===== src/rtl/ser_pkg.sv =====
// Shared defaults and helpers for the transmit-path word-to-symbol serializer.
package ser_pkg;

   localparam int unsigned SYM_W_DEF   = 4;
   localparam int unsigned NUM_SYM_DEF = 6;

   localparam bit MODE_MSB_FIRST = 1'b1;
   localparam bit MODE_LSB_FIRST = 1'b0;

   // Counter width able to hold 0..n-1, never narrower than one bit.
   function automatic int unsigned idx_width(input int unsigned n);
      int unsigned w;
      w = $clog2(n);
      return (w < 1) ? 1 : w;
   endfunction

endpackage


===== src/rtl/symbol_serializer.sv =====
// Word-to-symbol serializer with a current/pending word slot pair and framing flags.
module symbol_serializer
   import ser_pkg::*;
#(
   parameter int unsigned SYM_W     = SYM_W_DEF,
   parameter int unsigned NUM_SYM   = NUM_SYM_DEF,
   parameter bit          MSB_FIRST = MODE_MSB_FIRST
) (
   input  logic                     clk,
   input  logic                     reset,
   input  logic [SYM_W*NUM_SYM-1:0] in_data,
   input  logic                     in_valid,
   output logic                     in_ready,
   output logic [SYM_W-1:0]         out_sym,
   output logic                     out_valid,
   input  logic                     out_ready,
   output logic                     out_first,
   output logic                     out_last
);

   localparam int unsigned WORD_W = SYM_W * NUM_SYM;
   localparam int unsigned IDX_W  = idx_width(NUM_SYM);
   localparam logic [IDX_W-1:0] LAST_IDX = IDX_W'(NUM_SYM - 1);

   logic [WORD_W-1:0] cur_q, cur_d;
   logic [WORD_W-1:0] pend_q, pend_d;
   logic              cur_full_q, cur_full_d;
   logic              pend_full_q, pend_full_d;
   logic [IDX_W-1:0]  idx_q, idx_d;

   logic              in_fire;
   logic              out_fire;
   logic              done;

   logic [SYM_W-1:0]  sym_arr [NUM_SYM];
   logic [IDX_W-1:0]  sel;

   assign in_ready  = ~pend_full_q;
   assign out_valid = cur_full_q;
   assign out_first = cur_full_q && (idx_q == '0);
   assign out_last  = cur_full_q && (idx_q == LAST_IDX);

   assign in_fire  = in_valid && in_ready;
   assign out_fire = out_valid && out_ready;
   assign done     = out_fire && (idx_q == LAST_IDX);

   // Symbol index 0 is the least-significant slice of the word.
   always_comb begin
      for (int unsigned i = 0; i < NUM_SYM; i++) begin
         sym_arr[i] = cur_q[i*SYM_W +: SYM_W];
      end
   end

   assign sel     = MSB_FIRST ? (LAST_IDX - idx_q) : idx_q;
   assign out_sym = sym_arr[sel];

   always_comb begin
      cur_d       = cur_q;
      pend_d      = pend_q;
      cur_full_d  = cur_full_q;
      pend_full_d = pend_full_q;
      idx_d       = idx_q;

      if (out_fire && !done) begin
         idx_d = idx_q + IDX_W'(1);
      end

      // Word completion: refill from the pending slot first, then from the input.
      if (done) begin
         idx_d = '0;
         if (pend_full_q) begin
            cur_d       = pend_q;
            pend_full_d = 1'b0;
         end else if (in_fire) begin
            cur_d = in_data;
         end else begin
            cur_full_d = 1'b0;
         end
      end

      // in_fire with done is already handled above (pend_full blocks in_ready).
      if (in_fire && !done) begin
         if (!cur_full_q) begin
            cur_d      = in_data;
            cur_full_d = 1'b1;
            idx_d      = '0;
         end else begin
            pend_d      = in_data;
            pend_full_d = 1'b1;
         end
      end
   end

   always_ff @(posedge clk or negedge reset) begin
      if (!reset) begin
         cur_full_q  <= 1'b0;
         pend_full_q <= 1'b0;
         idx_q       <= '0;
      end else begin
         cur_full_q  <= cur_full_d;
         pend_full_q <= pend_full_d;
         idx_q       <= idx_d;
      end
   end

   // Payload registers are qualified by the flags, so they carry no reset.
   always_ff @(posedge clk) begin
      cur_q  <= cur_d;
      pend_q <= pend_d;
   end

endmodule


===== config.mk =====
export PLATFORM = sky130hd
export DESIGN_NAME = symbol_serializer
export DESIGN_NICKNAME = d
export VERILOG_FILES = /design/src/rtl/ser_pkg.sv /design/src/rtl/symbol_serializer.sv
export SDC_FILE = /design/constraint.sdc
export NUM_CORES = 1
export LEC_CHECK = 0
export BUFFER_PORTS_ARGS = -buffer_cell sky130_fd_sc_hd__buf_2
export CORE_MARGIN = 2
export CORE_UTILIZATION = 60
export DETAILED_ROUTE_END_ITERATION = 8
export GPL_ROUTABILITY_DRIVEN = 1
export HOLD_SLACK_MARGIN = 0.08
export PLACE_DENSITY = 0.84
export SLEW_MARGIN = 20
export SYNTH_ARGS = -nofsm -noshare
export SYNTH_HDL_FRONTEND = slang
export SYNTH_SLANG_ARGS = --single-unit

===== constraint.sdc =====
create_clock -name clk -period 6.8 [get_ports clk]
set_input_delay 0.68 -clock clk [delete_from_list [all_inputs] [get_ports clk]]
set_output_delay 0.68 -clock clk [all_outputs]
set_load 0.01 [all_outputs]

Word-level counts from Yosys, hierarchy flattened
Index checks and enable logic that the tools add are counted.
{"block": "classes", "addsub": 2, "order_cmp": 1, "eq_ne": 1, "n_mux": 20, "bitwise": 2, "n_reduce_logical": 10}
{"cell": "24-bit two-way mux", "count": 5}
{"cell": "4-bit binary-select mux with 3-bit select", "count": 1}
{"cell": "3-bit two-way mux", "count": 4}
{"cell": "1-bit two-way mux", "count": 8}
{"cell": "4-bit two-way mux", "count": 2}
{"cell": "1-bit logical AND", "count": 7}
{"cell": "4-bit >= comparator, second input constant", "count": 1}
{"cell": "3-bit inverter with 4-bit output", "count": 1}
{"cell": "3-bit by 1-bit adder with 3-bit output, second input constant", "count": 1}
{"cell": "3-bit equality test, second input constant", "count": 1}
{"cell": "3-bit logical NOT", "count": 1}
{"cell": "3-bit subtractor, first input constant", "count": 1}
{"cell": "2-bit AND reduction", "count": 1}
{"cell": "1-bit logical NOT", "count": 1}
{"cell": "1-bit inverter", "count": 1}
{"block": "word_totals", "regBits": 53, "out_inout_bits": 8, "word_cells": 41}

Longest topological paths before layout
Gate-level depths: netlist of run 1.
{"block": "logic_depth", "word_depth": 8, "depth_mapped": 7}

Worst setup path after synthesis of run 1
No wires, ideal clock.
{"block": "synth_timing", "path_type": "reg-to-reg", "from": "register idx_q[1]", "to": "register pend_q[0], enable pin", "setup_time_ns": 0.435, "arrival_ns": 2.894, "required_ns": 6.365, "slack_ns": 3.471, "stages_incl_launch_ff": 7, "period_less_slack_ns": 3.329, "cell_sequence": "dfrtp_1 -> inv_1 -> ha_1 -> and3_1 -> buf_6 -> buf_6 -> nor3_1"}
{"block": "synth_via", "elab_chain_cells": 5}
{"element": "from (decl)", "line": "symbol_serializer.sv:29", "source": "logic [IDX_W-1:0] idx_q, idx_d;"}
{"element": "from (signal assigned)", "line": "symbol_serializer.sv:102", "source": "idx_q <= idx_d;"}
{"element": "3-bit equality test", "line": "symbol_serializer.sv:45", "source": "assign done = out_fire && (idx_q == LAST_IDX);"}
{"element": "1-bit logical AND", "line": "symbol_serializer.sv:45"}
{"element": "1-bit logical NOT", "line": "symbol_serializer.sv:82", "source": "if (in_fire && !done) begin"}
{"element": "1-bit logical AND", "line": "symbol_serializer.sv:82"}
{"element": "2-bit AND reduction (no source line)"}
{"element": "to (signal assigned)", "line": "symbol_serializer.sv:109", "source": "pend_q <= pend_d;"}
{"element": "to (decl)", "line": "symbol_serializer.sv:26", "source": "logic [WORD_W-1:0] pend_q, pend_d;"}
No other way between the ends.
A chain may end at the register's enable or synchronous reset.

Worst setup path after layout of run 1
{"block": "layout_timing", "from": "register idx_q[0]", "to": "output port out_sym[3]"}
{"block": "layout_via", "elab_chain_cells": 5}
{"element": "3-bit subtractor", "line": "symbol_serializer.sv:54", "source": "assign sel = MSB_FIRST ? (LAST_IDX - idx_q) : idx_q;"}
{"element": "3-bit inverter with 4-bit output (implied by the code)", "line": "symbol_serializer.sv:55", "source": "assign out_sym = sym_arr[sel];"}
{"element": "4-bit binary-select mux with 3-bit select", "line": "symbol_serializer.sv:55"}
{"element": "4-bit two-way mux (implied by the code) (2 in series)", "line": "symbol_serializer.sv:55"}
{"element": "to (decl)", "line": "symbol_serializer.sv:14", "source": "output logic [SYM_W-1:0] out_sym,"}
No other way between the ends. The select of a mux whose other input is x is not followed.

==> flow_results.org, run 1 <==
** Routing
- In the final routed layout, each cell accounts on average for about 18 um.
- Residual DRC :: 0
- The routed design has approximately 4600 um of wire.
- Detailed-route vias per instance :: between 6 and 7
- Number of detailed-route iterations in the first pass :: 4
- In this run, the number of DRC markers left after iteration 0 of detailed routing was 117.
- Once detail routing completed, the nets flagged for antenna violations numbered 0.
- For this block, the via count after detailed routing is about 1600.

** Placed design
- In this run the tool buffered the top-level ports with 35 buffer cells.
- Pre-CTS setup slack :: 4.33 ns
- Final HPWL DP :: 3020 um
- Routability-driven placement finished with a final weighted congestion of about 0.81.

** Timing
- Total negative slack for setup checks :: 0 ns
- Setup repair after global routing missed its margin :: false
- Final Worst Setup Slack :: roughly 4.1 ns
- In this run the tightest slew margin relative to its limit is between 20% and 30%.
- Number of max-slew violations in the final report :: 0
- The worst path needs 2.70 ns of the cycle, external delays included.
- Clock skew on the completed layout was measured at about 0.0045 ns.
- Final setup violation count :: 0
- For the pin with the worst max-slew slack, the measured transition is ~1.1 ns.
- Dividing the final minimum period by the clock period gives 39.6%.
- The count of final hold-check violations came to 0.
- Static timing analysis puts the maximum clock frequency at roughly 0.37 GHz.

** Cells and area
- Antenna Diode Count :: 0
- The net count of the finished layout is 235.
- Cells with a size suffix above 1 make up between 20% and 30% of the layout.
- Leaving out fill and tap cells, the most frequent cell in the layout is buf_2.
- Most frequent cells in the layout :: buf_2 (35), dfxtp_1 (24), edfxtp_1 (24)
- Area growth from synthesis to layout :: 9.05%
- Fill cells in the final layout number 257.

** Synthesis
- Distinct cells, synth :: 37
- Proportion of register bits with asynchronous set or reset after synthesis :: 9.43%
- Post-synth net total :: about 210
- Yosys printed 0 warnings.
- In this run, synthesis produced a sequential element count of 53.
- Number of flops mapped to enable cells by yosys :: 24
- Averaged over all synthesized cells, the footprint is between 10 and 15 um^2.
- Summed over all instances, the cell type with the most area after synthesis is edfxtp_1.
- Dominant register cell in the synthesized netlist :: edfxtp_1
- After synthesis the cells add up to between 2000 and 2500 um^2.
- The share of synthesized area in the top cell type comes to roughly 31%.
- Biggest area contributors in the synthesized netlist :: edfxtp_1 (31%), dfxtp_1 (21%), a221o_1 (9.5%), dfrtp_1 (5.4%), and3_1 (4.6%)
- Counting every instance in the synthesized netlist gives 174.
- Sequential elements use 57.5% of the synthesized area.

** Power and ir drop
- Summed over all cells, the static leakage comes to roughly 0.0011 uW.
- Fraction of power consumed by sequential logic :: between 40 and 50%
- Clock power frac :: roughly 14%
- Switching power as a share of total power :: between 30% and 40%
- Switching power :: about 430 uW
- Power spread over the standard cell area amounts to ~460 nW/um^2.
- The share of total power dissipated in combinational logic is between 30% and 40%.
- Maximum vdd drop :: around 230 uV
- The internal portion of the total power is about 740 uW.

** Job
- The tool flagged a number of max-cap violations equal to 0.

** Clocking
- The longest clock path from root to sink contains 2 buffers.
- Once the clock tree was built, the resizer swapped 0 gates to a different size.
- CTS Buf Count :: 5
- TritonCTS built the clock tree.
- For the worst-skew pair, the clock arrives at the later sink with an insertion delay of roughly 0.3 ns.
- The clock drives 53 sinks.
- Hold-fix buffer count after cts :: 0
- Clock slew at reported path FFs :: around 0.080 ns
- H-tree level count :: 2
- Post-CTS setup repair buffer count :: 0
- Root Driver :: clkbuf_8

** Critical path
- Data arrives at the worst endpoint at 2.02 ns.
- The setup path with the least slack is of type reg -> out.
- Buf+Inv Stages, Crit Path :: 2
- Largest stage delay on the critical path :: between 0.7 and 0.8 ns
- Required time at the endpoint of the critical path :: 6.12 ns
- Critical-path maximum fanout :: 16
- Cell with the largest stage delay on the worst path :: dfrtp_1
- STA classifies the critical path startpoint as a register.
- Type of element capturing the critical path :: output pin
- On the critical path the largest part of the delay comes from flip-flops.
- Cell-by-cell listing of the critical path :: mux4_1 -> inv_1 -> o22ai_1 -> buf_2

** Floorplanning
- Starting Density :: 62.6%
- The floorplan step defined a die boundary enclosing approximately 4400 um^2.
- Top Ports :: 36
- Standard-cell rows :: 22
- Die Wd :: roughly 66 um
- The region available for standard cell placement spans 3690 um^2.
- The floorplan step set the die height to ~66 um.

** Global route
- Antenna violations before repair :: 0
- Wire length of the first global-routing pass :: between 7000 and 8000 um
- Global routing used 23.5% of the available tracks.
- Entering global routing, the biggest net connects 29 pins.
- Congestion Overflow GR :: 0
- Number of global-route vias before repair :: 1512

** Min path
- The path class of the tightest hold or removal check is in -> async.

** Outcome
- The flow ran to the end, and the final reports show no timing, DRC or antenna violations.
[final timing paths]
path	from	end	slack (ns)	cells past startpoint
max	idx_q[0]	out_sym[3]	4.10	4
min	reset	idx_q[1]	0.18	1
max reg2reg	idx_q[1]	cur_q[8]	4.29	5
min reg2reg	cur_q[4]	cur_q[4]	0.49	1
max in group asynchronous	reset	out_valid	6.49	1
min in group clk	cur_q[4]	cur_q[4]	0.49	1
[area by class of cell]
type / count / area, um^2 / area share [%]
Timing Repair Buffer: 36 / 183 / 7.26
Tap cell: 48 / 60.1 / 2.39
Clock buffer: 6 / 72.6 / 2.88
Multi-Input combinational cell: 99 / 832 / 33.1
Inverter: 9 / 33.8 / 1.34
Sequential cell: 53 / 1330 / 52.7
Clock inverter: 2 / 10.0 / 0.398
[cell families after synthesis]
family | count (synthesis) | share of synthesized area (%)
DFF | 53 | 57.5
AOI/OAI and AO/OA | 44 | 16.0
and+or+nand+nor | 40 | 10.2
buffers and inverters | 22 | 6.72
muxes | 11 | 7.53
adders and majority gates | 3 | 1.63
xor gates and xnor gates | 1 | 0.379
[stage by stage]
| step | utilization (%) | total power [uW] | cells | hold WS [ns] | area (um^2) |
|---|---|---|---|---|---|
| floorplan | - | 897 | 174 | 0.384 | 2310 |
| global placement | 66.0 | 972 | 245 | 0.465 | 2430 |
| detailed placement | 66.0 | 996 | 245 | 0.469 | 2430 |
| CTS | 68.2 | 1160 | 253 | 0.181 | 2520 |
| global route | 68.2 | 1240 | 253 | 0.177 | 2520 |
| finish | 68.2 | 1170 | 253 | 0.180 | 2520 |
[state kept, by name (all words and copies together) (netlist names)]
name / flops
pend_full_q: 1
pend_q: 24
out_valid: 1
idx_q: 3
cur_q: 24
[power by group through the flow]
stage,clock network (uW),registers [uW],logic (uW)
final,167,547,453
after global routing,182,560,499
after CTS,169,546,450
after detailed placement,0,552,444
after global placement,0,547,425
after floorplan,0,504,394
[routing by layer]
metal,vias to the layer above,global-route usage [%],routed length [um]
li1,742,-,-
met1,797,31.4,2050
met2,52,37.1,2240
met3,6,5.96,260
met4,0,8.42,64
met5,-,0,0
[Yosys cell counts (2+ instances only)]
master / number
dfxtp_1: 24
nand2_1: 7
a221o_1: 22
a31oi_1: 2
dfrtp_1: 5
o21ai_0: 4
edfxtp_1: 24
mux4_1: 3
and3_2: 6
inv_1: 9
buf_6: 9
mux2_2: 2
and3_1: 17
nand3_1: 2
mux2i_1: 5
ha_1: 3
o22ai_1: 4
nor2_1: 2
clkbuf_1: 2
a21oi_1: 5
No activity file was read; power rests on OpenSTA's default activity.
==> run 2: changes to the inputs <==
--- a/config.mk
+++ b/config.mk
@@ -7,11 +7,11 @@
 export LEC_CHECK = 0
 export BUFFER_PORTS_ARGS = -buffer_cell sky130_fd_sc_hd__buf_2
 export CORE_MARGIN = 2
-export CORE_UTILIZATION = 60
+export CORE_UTILIZATION = 55
 export DETAILED_ROUTE_END_ITERATION = 8
 export GPL_ROUTABILITY_DRIVEN = 1
 export HOLD_SLACK_MARGIN = 0.08
-export PLACE_DENSITY = 0.84
+export PLACE_DENSITY = 0.78
 export SLEW_MARGIN = 20
 export SYNTH_ARGS = -nofsm -noshare
 export SYNTH_HDL_FRONTEND = slang
==> constraint.sdc (replaced) <==
create_clock -name clk -period 2.8 [get_ports clk]
set_input_delay 0.28 -clock clk [delete_from_list [all_inputs] [get_ports clk]]
set_output_delay 0.28 -clock clk [all_outputs]
set_load 0.01 [all_outputs]
==> run 2 against run 1 <==
Against the previous run:
- first-iteration DRC count is 33% higher
- routed wire length is 0.69% higher
- largest power group unchanged
- critical endpoint is now pend_q[0]
- sequential cell count stayed put
==> flow_results.org, run 2 (synthesis results as in run 1) <==
** Floorplanning
- The die covers 4730 um^2.
- The die is 68.8 um wide.
- Standard-cell rows :: 23
- Once the floorplan was initialized, standard cells occupied approximately 57% of the core.
- For this design the top-level I/O count stands at 36.
- The total area inside the core boundary comes to 4030 um^2.
- Vertical extent of the die :: 68.8 um

** Timing
- On the final layout, the worst clock skew is around 0.0045 ns.
- Setup total negative slack on the finished layout was measured at 0 ns.
- Final setup violation count :: 0
- Number of max-slew violations in the final report :: 0
- Final Hold Fails :: 0
- Setup repair after global routing missed its margin :: false
- Subtracting the final worst setup slack from the clock period gives around 2.2 ns.
- Worst-case headroom to the max-slew limit :: 53.1%
- For the pin with the worst max-slew slack, the measured transition is 0.704 ns.
- After layout, the worst path uses approximately four fifths of the clock period.
- Top achievable clock speed :: around 0.45 GHz

** Clocking
- The H-tree was split into 2 levels.
- TritonCTS Sinks :: 53
- The longest clock path from root to sink contains 2 buffers.
- Latest clock arrival within the worst-skew pair :: 0.30 ns
- CTS Buf Count :: 5
- Root Driver :: clkbuf_8
- TritonCTS built the clock tree.
- Clock slew at reported path FFs :: 0.09 ns

** Critical path
- Along the worst path, the maximum fanout reaches 12.
- Endpoint arrival time on the critical path :: between 2 and 2.5 ns
- Type of element capturing the critical path :: register
- For the worst setup path, the data required time is between 2 and 3 ns.
- The worst setup path is launched from a register.
- Classification of the worst setup path :: reg -> reg
- Setup slack on the worst reg-to-reg path comes out at roughly 0.57 ns.

** Cells and area
- Layout cells sized above 1 :: ~29%
- Registers with the most flip-flops :: cur_q: 24 flops, pend_q: 24 flops, idx_q: 3 flops
- Most frequent cells in the layout :: buf_2 (35), dfxtp_1 (24), edfxtp_1 (24)
- The library cell used most frequently in the layout, excluding fill and tap cells, is buf_2.
- Area of all placed cells without fillers :: 2590 um^2
- 0 antenna diodes ended up in the layout.
- Area growth from synthesis to layout :: 12.2%
- Count of fill cells added during filler insertion :: 320
- For this run, the post-layout net count is 240.

** Routing
- Post-detailed-routing wire length :: about 4700 um
- For this run, design rule violations remaining after detail routing come to 0.
- For this block, the initial DRC count from the detailed router was around 160.
- Detailed routing inserted a total of between 1500 and 2000 vias.
- Number of detailed-route iterations in the first pass :: 4
- After detailed routing, the average wire length per cell comes to 18.0 um.
- The detail route stage leaves a number of antenna-violating nets equal to 0.
- In the routed layout, each cell is associated on average with a via count of just over 6.

** Global route
- Entering global routing, the biggest net connects 25 pins.
- For this run the aggregate overflow at the end of global routing stands at 0.
- Antenna violations before repair :: 0
- The via count of the first global-routing pass was 1494.
- Wire length of the first global-routing pass :: roughly 7500 um
- In the global route stage, overall resource usage came out at between 20% and 30%.

** Job
- Count of maximum capacitance violations :: 0

** Outcome
- The run finished with clean final reports.

** Power and ir drop
- The design draws slightly below 3000 uW.
- For this design the ratio of total power to cell area is ~1100 nW/um^2.
- Leakage power figure :: roughly 0.0011 uW
- Maximum vdd drop :: roughly 600 uV

** Placed design
- Final weighted congestion in routability-driven placement :: approximately 0.81
- Standard cell area after detailed placement :: 2470 um^2
- Final HPWL DP :: 3310 um
- Number of port buffers :: 35

** Min path
- The min-delay analysis places its worst path in the category in -> reg.
[run 2: power breakdown]
group / switching (uW) / total, uW / internal, uW
clock network: 239 / 503 / 265
logic: 602 / 1150 / 544
registers: 199 / 1300 / 1100
total: 1040 / 2940 / 1900
[run 2: per-layer routing]
layer / track usage, % / part of all wire [%]
met3: 5.36 / 7.0
met4: 8.09 / 1.0
met1: 29.8 / 43
met5: 0 / 0
met2: 36.2 / 49
[run 2: cell type report]
type | instances | area, um^2 | share of cell area (%)
Clock buffer | 5 | 68.8 | 2.66
Clock inverter | 2 | 38.8 | 1.50
Inverter | 9 | 33.8 | 1.30
Multi-Input combinational cell | 99 | 838 | 32.4
Sequential cell | 53 | 1330 | 51.2
Tap cell | 50 | 62.6 | 2.41
Timing Repair Buffer | 41 | 223 | 8.59
[run 2: per-stage QoR]
stage / cells / utilization, % / worst slack [ns] / hold WS [ns]
4_1_cts: 259 / 64.3 / 0.555 / 0.158
6_report: 259 / 64.3 / 0.569 / 0.165
5_1_grt: 259 / 64.3 / 0.417 / 0.151
3_5_place_dp: 251 / 61.4 / 0.560 / 0.102
2_1_floorplan: 174 / - / 0.199 / -0.0156
3_3_place_gp: 251 / 61.4 / 0.652 / 0.0996
[run 2: worst max-delay path, stage by stage (launching register included)]
cell and delay, ns:
dfrtp_1 0.49, inv_1 0.12, ha_1 0.25, and3_1 0.35, nor3_4 0.46, buf_4 0.27
[run 2: worst paths after layout]
| check | start | endpoint | cells after the start |
|---|---|---|---|
| min in group asynchronous | reset | idx_q[0] | 2 |
| max | idx_q[1] | pend_q[0] | 5 |
| min | in_data[12] | pend_q[12] | 1 |
| max in group asynchronous | reset | pend_full_q | 2 |
| min reg2reg | cur_q[9] | cur_q[9] | 1 |
| max reg2reg | idx_q[1] | pend_q[0] | 5 |
[run 2: timing repair]
item / 4_1_cts / 5_1_grt
hold buffers: 1 / 0
setup buffers: 0 / 0
resized for setup: 0 / 0
hold endpoints to repair: 5 / 0
setup endpoints to repair: 0 / 0
